[src/rtl/sqrt_stage3.sv]
// Final square-root stage: completes the split 17-bit add, holds the square feedback
// register and buffers finished results in a 2-entry FIFO that back-pressures upstream.
module sqrt_stage3 (
    input  logic        clk,
    input  logic        rst_n,
    input  logic        ready_i,
    input  logic        wr_square_s_i,
    input  logic        N_i,
    input  logic [7:0]  sum_low_i,
    input  logic        Co_i,
    input  logic [8:0]  A_high_i,
    input  logic [8:0]  B_high_i,
    output logic        en_pipe_o,
    output logic [16:0] square_o,
    output logic        result_valid_o,
    input  logic        result_ready_i,
    output logic [16:0] result_data_o,
    output logic        result_n_o,
    output logic        result_ovf_o,
    output logic [7:0]  result_cnt_o
);

    logic [9:0]       sum_high;
    logic [16:0]      sum17;
    logic             ovf;
    logic             push;
    logic             pop;
    logic             sq_wr;

    logic [1:0]       count_q, count_d;
    logic             wr_ptr_q, wr_ptr_d;
    logic             rd_ptr_q, rd_ptr_d;
    logic [1:0][16:0] data_q, data_d;
    logic [1:0]       n_q, n_d;
    logic [1:0]       ovf_q, ovf_d;
    logic [16:0]      square_q, square_d;
    logic [7:0]       cnt_q, cnt_d;

    always_comb begin
        sum_high = {1'b0, A_high_i} + {1'b0, B_high_i} + {9'd0, Co_i};
        sum17    = {sum_high[8:0], sum_low_i};
        ovf      = sum_high[9];
    end

    // Enable comes only from the registered count, so a pop while full re-opens the pipe
    // one cycle later and there is no input-to-enable combinational path.
    always_comb begin
        en_pipe_o      = (count_q != 2'd2);
        result_valid_o = (count_q != 2'd0);
        push           = en_pipe_o & ready_i;
        sq_wr          = en_pipe_o & wr_square_s_i;
        pop            = result_valid_o & result_ready_i;
    end

    always_comb begin
        data_d   = data_q;
        n_d      = n_q;
        ovf_d    = ovf_q;
        wr_ptr_d = wr_ptr_q;
        rd_ptr_d = rd_ptr_q;
        count_d  = count_q;
        square_d = square_q;
        cnt_d    = cnt_q;

        if (sq_wr) begin
            square_d = sum17;
        end
        if (push) begin
            data_d[wr_ptr_q] = sum17;
            n_d[wr_ptr_q]    = N_i;
            ovf_d[wr_ptr_q]  = ovf;
            wr_ptr_d         = ~wr_ptr_q;
        end
        if (pop) begin
            rd_ptr_d = ~rd_ptr_q;
            cnt_d    = cnt_q + 8'd1;
        end
        case ({push, pop})
            2'b10:   count_d = count_q + 2'd1;
            2'b01:   count_d = count_q - 2'd1;
            default: count_d = count_q;
        endcase
    end

    always_ff @(posedge clk or negedge rst_n) begin
        if (!rst_n) begin
            data_q   <= '0;
            n_q      <= '0;
            ovf_q    <= '0;
            wr_ptr_q <= 1'b0;
            rd_ptr_q <= 1'b0;
            count_q  <= 2'd0;
            square_q <= 17'd0;
            cnt_q    <= 8'd0;
        end else begin
            data_q   <= data_d;
            n_q      <= n_d;
            ovf_q    <= ovf_d;
            wr_ptr_q <= wr_ptr_d;
            rd_ptr_q <= rd_ptr_d;
            count_q  <= count_d;
            square_q <= square_d;
            cnt_q    <= cnt_d;
        end
    end

    always_comb begin
        square_o      = square_q;
        result_data_o = data_q[rd_ptr_q];
        result_n_o    = n_q[rd_ptr_q];
        result_ovf_o  = ovf_q[rd_ptr_q];
        result_cnt_o  = cnt_q;
    end

endmodule

[config.mk]
export PLATFORM = sky130hd
export DESIGN_NAME = sqrt_stage3
export DESIGN_NICKNAME = d
export VERILOG_FILES = /design/src/rtl/sqrt_stage3.sv
export SDC_FILE = /design/constraint.sdc
export NUM_CORES = 1
export LEC_CHECK = 0
export ABC_AREA = 1
export CELL_PAD_IN_SITES_DETAIL_PLACEMENT = 0
export CELL_PAD_IN_SITES_GLOBAL_PLACEMENT = 1
export CORE_ASPECT_RATIO = 0.9
export CORE_UTILIZATION = 25
export DETAILED_ROUTE_END_ITERATION = 8
export PLACE_DENSITY = 0.64
export SYNTH_ARGS = -nofsm -noshare
export SYNTH_HDL_FRONTEND = slang
export SYNTH_SLANG_ARGS = --single-unit
export TNS_END_PERCENT = 10
[constraint.sdc]
create_clock -name clk -period 2.03 [get_ports clk]
set_clock_uncertainty 0.15 [all_clocks]
set_input_delay 0.609 -clock clk [delete_from_list [all_inputs] [get_ports clk]]
set_output_delay 0.609 -clock clk [all_outputs]
set_load 0.1 [all_outputs]
== Yosys cells after proc, flatten, opt, wreduce, memory -nomap -nowiden ==
Index checks and enable logic that the tools add are counted.
W data, S select, Z words.

* Add/sub/neg operators: 5
* Order comparisons: 3
* Eq/ne operators: 3
* Mux-type cells: 14
* Bitwise operators: 5
* Reduce and logical (&&, ||, !) cells: 3

{| class="wikitable"
|+ Operators by type and width
! operator !! count
|-
| $mux W17 || 3
|-
| $bwmux W34 || 1
|-
| $demux W17 S1 || 1
|-
| $add A10 B1 Y10 || 1
|-
| $add A9 B9 Y10 || 1
|-
| $add A8 B1 Y8 const B || 1
|-
| $mux W1 || 5
|-
| $bwmux W2 || 2
|-
| $lt A1 B2 Y1 const B || 2
|-
| $pmux W2 S2 || 1
|-
| $reduce_bool A2 Y1 || 2
|-
| $and A1 B1 Y1 || 3
|-
| $add A2 B1 Y2 const B || 1
|-
| $eq A2 B1 Y1 const B || 1
|-
| $eq A2 B2 Y1 const B || 1
|-
| $ne A2 B2 Y1 const B || 1
|-
| $not A1 Y1 || 2
|-
| $sub A2 B1 Y2 const B || 1
|-
| $demux W1 S1 || 1
|-
| $ge A1 B1 Y1 const B || 1
|-
| $logic_and A1 B1 Y1 || 1
|}

* Bits in registers: 67
* Input bits: 33
* Logic and storage cells: 42

== Depth between registers and ports, before layout ==
Gate-level depths: netlist of run 1.

* Depth after elaboration: 5
* Gate-level depth with buffers: 11
* Mapped depth without buffers: 11

== Worst setup path after synthesis of run 1 ==
OpenSTA, ideal clock, no wires.

* Path kind: register to output
* Start: register rd_ptr_q
* End: output port result_data_o[10]
* Arrival time: 2.730 ns
* Slack: -1.459 ns
* Cell stages (with the launch flop): 3
* Cells stage by stage: dfrtp_1 clkbuf_1 o21ai_0

* Word-level cells in the longest chain between the ends: 2

{| class="wikitable"
|+ Ends and longest elaborated chain
! element !! RTL line !! source
|-
| start, declared || 32 || <nowiki>logic rd_ptr_q, rd_ptr_d;</nowiki>
|-
| start signal, assigned || 100 || <nowiki>rd_ptr_q <= rd_ptr_d;</nowiki>
|-
| $mux W17 (not written as such) (2 in a row) || 109 || <nowiki>result_data_o = data_q[rd_ptr_q];</nowiki>
|-
| end, declared || 17 || <nowiki>output logic [16:0] result_data_o,</nowiki>
|}

Every way passes these cells. The select of a mux whose other input is x is not followed.

== Final worst setup path of run 1 ==
Same ends and word-level chain as after synthesis.

==> results of run 1 <==
==> metal layers <==
layer	vias to the layer above	wire (um)
li1	1532	-
met1	1445	4420
met2	82	4140
met3	7	496
met4	0	89
met5	-	0
==> layout make-up <==
type / instances / area share
Clock buffer: 12 / 0.0455
Clock inverter: 2 / 0.00222
Inverter: 50 / 0.0348
Multi-Input combinational cell: 298 / 0.305
Sequential cell: 67 / 0.297
Tap cell: 168 / 0.0373
Timing Repair Buffer: 110 / 0.277
==> sequential cells by signal, indices dropped and copies added, names as in the netlist <==
name	cells
ovf_q	2
count_q	2
wr_ptr_q	1
result_cnt_o	8
n_q	2
data_q	34
rd_ptr_q	1
square_o	17
==> layout by cell type, fill, tap and decap left out, drive strengths merged <==
cell type and count:
nand4 2, nand3b 2, clkbuf 12, xor2 4
clkdlybuf4s50 25, fa 2, dfrtp 67, nand3 23
o21bai 1, o21ai 37, xnor2 6, dlygate4sd2 1
clkinvlp 1, clkinv 3, or2 2, nand2 193
a21oi 5, dlymetal6s2s 2, buf 82, inv 48
ha 10, nor2 11
==> timing repair <==
item,CTS,global route
endpoints found under the hold margin,0,0
setup endpoints to repair,43,42
pin swaps,15,12
resized for setup,39,23
==> cells by family (layout without fill, tap and decap cells) <==
group | count (synthesis) | in the layout
flops | 67 | 67
fa+ha+maj | 12 | 12
simple gates | 233 | 233
buf+inv | 62 | 174
compound gates | 43 | 43
xor+xnor | 10 | 10
==> stage by stage <==
step | worst slack, ns | cells | hold slack, ns
5_1_grt | -0.158 | 707 | 0.182
6_report | -0.0924 | 707 | 0.163
4_1_cts | -0.108 | 707 | 0.175
3_3_place_gp | -0.802 | 693 | 0.314
2_1_floorplan | -0.262 | 427 | 0.163
3_5_place_dp | -0.879 | 693 | 0.315
==> worst max path at each step <==
stage | cells past startpoint | startpoint | slack, ns | end
6_report | 4 | rd_ptr_q$_DFFE_PN0P_ | -0.09 | result_data_o[10]
5_1_grt | 4 | rd_ptr_q$_DFFE_PN0P_ | -0.16 | result_n_o
4_1_cts | 4 | rd_ptr_q$_DFFE_PN0P_ | -0.11 | result_data_o[10]
3_5_place_dp | 11 | Co_i | -0.88 | data_q[29]$_DFFE_PN0P_
3_3_place_gp | 11 | Co_i | -0.80 | square_o[12]$_DFFE_PN0P_
2_1_floorplan | 2 | rd_ptr_q$_DFFE_PN0P_ | -0.26 | result_data_o[1]
==> impl_metrics.tcl, run 1 <==
set metrics [dict create \
    seqCellArea_sq_um 1680 \
    r2r_start "count_q[1]$_DFFE_PN0P_" \
    place_area_sq_um 5170 \
    fin_setup_tns_ns -1.17 \
    clock_latency_ns 0.32 \
    synthArstFlopShare 1.00 \
    reg2reg_setup_slack_ns 0.35 \
    synth_area_sq_um 3420 \
    yosys_warnings 0 \
    ctsRootBufferMaster "clkbuf_16" \
    crit_fanout 15 \
    layout.filler_cells 1309 \
    multiInputGateArea_sq_um 1720 \
    reg2reg_depth 8 \
    min_period_ns 2.12 \
    antenna_found_initial 0 \
    synth_compound_area_frac 0.0658 \
    timing.rr.end "count_q[1]$_DFFE_PN0P_" \
    final_cell_area_sq_um 5640 \
    synth_mux_area_frac 0 \
    initial_core_util 0.256 \
    grt_util_met1 0.186 \
    synth_top_family_by_area "simple AND/OR/NAND/NOR gates" \
    yosysMostFrequentCell "nand2_1" \
    hold_viol_final 0 \
    crit_family "flip-flops" \
    status "complete, but fails checks" \
    die_area_sq_um 14200 \
    cp-end-kind "primary output" \
    grt_usage 0.136 \
    cap_violations 0 \
    synthCells 427 \
    met3_usage 0.0374 \
    synth_top_area_frac 0.490 \
    synth_commonest_cells "nand2_1, dfrtp_1, inv_1" \
    grt_pass1_wl_um 14900 \
    path_clk_slew_ns 0.05 \
    slowest_delay_ns 0.45 \
    cts_buffers 9 \
    dr.pass1.iters 7 \
    critPathBufInv 2 \
    fmax_ghz 0.471 \
    critPathArrivalTime_ns 1.36 \
    layout-drive-gt1-share 0.304 \
    cpMostUsedCell "buf_12" \
    die_h_um 113 \
    setup_violations 19 \
    coreArea_sq_um 13400 \
    synth_flop_cell "dfrtp_1" \
    vias_per_cell 4.34 \
    vias 3066 \
    hp-class "in -> async" \
    worst_path_max_delay_cell "dfrtp_2" \
    post-synth-top-area-cell "dfrtp_1" \
    grt_pass1_vias 2957 \
    tightest_slew_ns 0.363 \
    drt-initial-drc-count 199 \
    worstSetupStartpointType "flip-flop" \
    postCtsSetupRepairBufs 0 \
    hold_buffers 0 \
    numPortBuffers 78 \
    wirelength_um 9140 \
    grt_util_met2 0.209 \
    ys_seq_elements 67 \
    fin_ws_ns -0.0924 \
    final_util 0.422 \
    top_usage_layer "met2" \
    required_ns 1.27 \
    synth-edff-count 0 \
    rsz0062_at_grt "true" \
    syn_area_per_cell_sq_um 8.01 \
    synthXorXnorAreaFrac 0.0256 \
    yosys.area_share.adder 0.0483 \
    antenna_cells 0 \
    synthTopCellsByArea "dfrtp_1, nand2_1, o21ai_0" \
    cts.sinks 67 \
    slew_viol_final 0 \
    drc 5 \
    fin_crit_sh 1.05 \
    grt_max_degree 68 \
    syn-num-nets 472 \
    route.detailed.wl_per_inst_um 12.9 \
    ys_seq_area_frac 0.490 \
    layout.nets 581 \
    synthSimpleGateAreaFrac 0.291 \
    h-tree-depth 3 \
    ant_nets 0 \
    gp_congestion 0.776 \
    relSlewSlack 0.758 \
    max-clock-path-buffers 2 \
    violations "design-rule violations, negative setup slack" \
    num_io_pins 79 \
    ys_types 29 \
    critPathKind "reg -> out" \
    areaGrowthSynthToFinish_pct 64.9 \
    cp_cell_sequence "buf_12 -> nand2_1 -> o21ai_4 -> buf_12" \
    hpwl_um 6490 \
    chipWidth_um 125 \
    num_rows 40 \
    overflow 0 \
    cts_tree "yes" \
]
Power of run 1 is left out: the tool's default activity adds up to more than one toggle a clock period on the data nets, which glitch-free logic cannot reach.
==> run 2, diff against run 1 <==
--- a/config.mk
+++ b/config.mk
@@ -11,6 +11,7 @@
 export CORE_ASPECT_RATIO = 0.9
 export CORE_UTILIZATION = 25
 export DETAILED_ROUTE_END_ITERATION = 8
+export GPL_ROUTABILITY_DRIVEN = 1
 export PLACE_DENSITY = 0.64
 export SYNTH_ARGS = -nofsm -noshare
 export SYNTH_HDL_FRONTEND = slang
==> results of run 2 <==
No change in the layout: final DEF, timing and power equal those of run 1.
Power of run 2 is left out for the same reason.
==> run 3, diff against run 2 <==
--- a/config.mk
+++ b/config.mk
@@ -6,13 +6,12 @@
 export NUM_CORES = 1
 export LEC_CHECK = 0
 export ABC_AREA = 1
-export CELL_PAD_IN_SITES_DETAIL_PLACEMENT = 0
-export CELL_PAD_IN_SITES_GLOBAL_PLACEMENT = 1
 export CORE_ASPECT_RATIO = 0.9
 export CORE_UTILIZATION = 25
+export CTS_BUF_LIST = sky130_fd_sc_hd__clkbuf_16
 export DETAILED_ROUTE_END_ITERATION = 8
 export GPL_ROUTABILITY_DRIVEN = 1
-export PLACE_DENSITY = 0.64
+export PLACE_DENSITY = 0.52
 export SYNTH_ARGS = -nofsm -noshare
 export SYNTH_HDL_FRONTEND = slang
 export SYNTH_SLANG_ARGS = --single-unit
==> run 3 against run 2 <==
The flow finishes with violations (negative setup slack). Die area stayed put. Clock-buffer cell count is 3 lower. Sequential share of layout area is 0.14 points higher.
==> impl_metrics.tcl, run 3 (synthesized netlist as in run 1, its figures left out) <==
set metrics [dict create \
    rsz0062_at_grt "true" \
    largest_reg_flops 34 \
    antenna_cells 0 \
    coreArea_sq_um 13400 \
    layout-drive-gt1-share 0.292 \
    critPathKind "reg -> out" \
    multiInputGateArea_sq_um 1700 \
    dp.cells 695 \
    dr.pass1.iters 6 \
    clock_latency_ns 0.32 \
    drt-initial-drc-count 122 \
    hpwl_um 6610 \
    hold_viol_final 0 \
    hp-class "in -> async" \
    slew_viol_final 0 \
    path_clk_slew_ns 0.05 \
    hold_slack_ns 0.153 \
    cap_violations 0 \
    vias 3086 \
    seqCellArea_sq_um 1680 \
    min_period_ns 2.12 \
    cp_cell_sequence "buf_6 -> o21ai_4 -> buf_12" \
    top_register "data_q" \
    final_util 0.420 \
    h-tree-depth 3 \
    relSlewSlack 0.746 \
    cts.sinks 67 \
    grt_usage 0.138 \
    ant_nets 0 \
    crit_fanout 8 \
    cts_buffers 9 \
    status "complete, but fails checks" \
    slowest_delay_ns 0.45 \
    final_common_cell "nand2_1" \
    drc 0 \
    grt_max_degree 68 \
    max-clock-path-buffers 2 \
    die_h_um 113 \
    vias_per_cell 4.33 \
    tightest_slew_ns 0.381 \
    layout.filler_cells 1289 \
    required_ns 1.27 \
    route.detailed.wl_per_inst_um 12.9 \
    ctsRootBufferMaster "clkbuf_16" \
    critPathArrivalTime_ns 1.36 \
    fmax_ghz 0.472 \
    fin_setup_tns_ns -0.855 \
    num_rows 40 \
    gp_congestion 0.841 \
    setup_violations 22 \
    grt_pass1_vias 3103 \
    overflow 0 \
    cp-end-kind "primary output" \
    num_io_pins 79 \
    chipWidth_um 125 \
    die_area_sq_um 14200 \
    instances_no_fill 712 \
    antenna_found_initial 0 \
    layout_common_cells "nand2_1, dfrtp_1, buf_12" \
    worst_path_max_delay_cell "dfrtp_2" \
    fin_ws_ns -0.0865 \
    initial_core_util 0.256 \
    grt_pass1_wl_um 15100 \
    cts_tree "yes" \
    layout.nets 584 \
    areaGrowthSynthToFinish_pct 64.2 \
    fin_crit_sh 1.04 \
    numPortBuffers 78 \
    violations "negative setup slack" \
    wirelength_um 9200 \
    worstSetupStartpointType "flip-flop" \
]
-- run 3: cell types whose count changed in the layout (fill, tap and decap cells not counted), moves of 3 or more --
| cell | delta |
|---|---|
| inv_1 | +3 |
| nand2_1 | +7 |
| buf_12 | -3 |
| nand2_2 | -7 |
| clkinv_1 | +3 |
| a21oi_1 | -3 |
| a21oi_2 | +3 |
| buf_4 | +4 |
-- run 3: final timing paths --
| kind | start | slack [ns] | depth (start not counted) | to |
|---|---|---|---|---|
| min | rst_n | 0.15 | 2 | ovf_q[0]$_DFFE_PN0P_ |
| max reg2reg | count_q[1]$_DFFE_PN0P_ | 0.36 | 8 | count_q[1]$_DFFE_PN0P_ |
| max in group asynchronous | rst_n | 1.26 | 2 | rd_ptr_q$_DFFE_PN0P_ |
| min in group clk | data_q[17]$_DFFE_PN0P_ | 0.33 | 2 | data_q[17]$_DFFE_PN0P_ |
| max | rd_ptr_q$_DFFE_PN0P_ | -0.09 | 3 | result_data_o[10] |
| min reg2reg | data_q[17]$_DFFE_PN0P_ | 0.33 | 2 | data_q[17]$_DFFE_PN0P_ |
-- run 3: cell type report --
type,instances,share of cell area
clock inverters,7,0.00936
flip-flops and latches,67,0.299
clock buffers,9,0.0401
inverters,50,0.0343
multi-input cells,298,0.303
repair buffers,113,0.277
well taps,168,0.0374
-- run 3: what timing repair did --
item / in CTS / in global routing
pin swaps: 12 / 6
endpoints found under the hold margin: 0 / 0
endpoints found under the setup margin: 43 / 39
hold buffers: 0 / 0
setup buffers: 1 / 0
gates resized for setup: 38 / 20
-- run 3: critical path: cells and delay by family, from the launching register on --
kind | cells | cell delay (ns)
compound gates | 1 | 0.20
flops | 1 | 0.45
buf+inv | 2 | 0.38
-- run 3: per-layer routing --
metal  vias to the layer above  wire [um]  GRT usage  share of wire
met5                         -          0          0              0
met2                        61       4350      0.219           0.47
met3                        14        358     0.0449          0.039
met1                      1476       4370      0.182           0.48
li1                       1535          -          -              -
met4                         0        112     0.0350          0.012
-- run 3: through the flow --
| step | instance area (sq um) | worst slack, ns |
|---|---|---|
| after floorplan | 3470 | -0.262 |
| after global placement | 5140 | -0.812 |
| after detailed placement | 5140 | -0.850 |
| after CTS | 5520 | -0.0902 |
| after global routing | 5620 | -0.146 |
| final | 5620 | -0.0865 |
Power of run 3 is left out for the same reason.
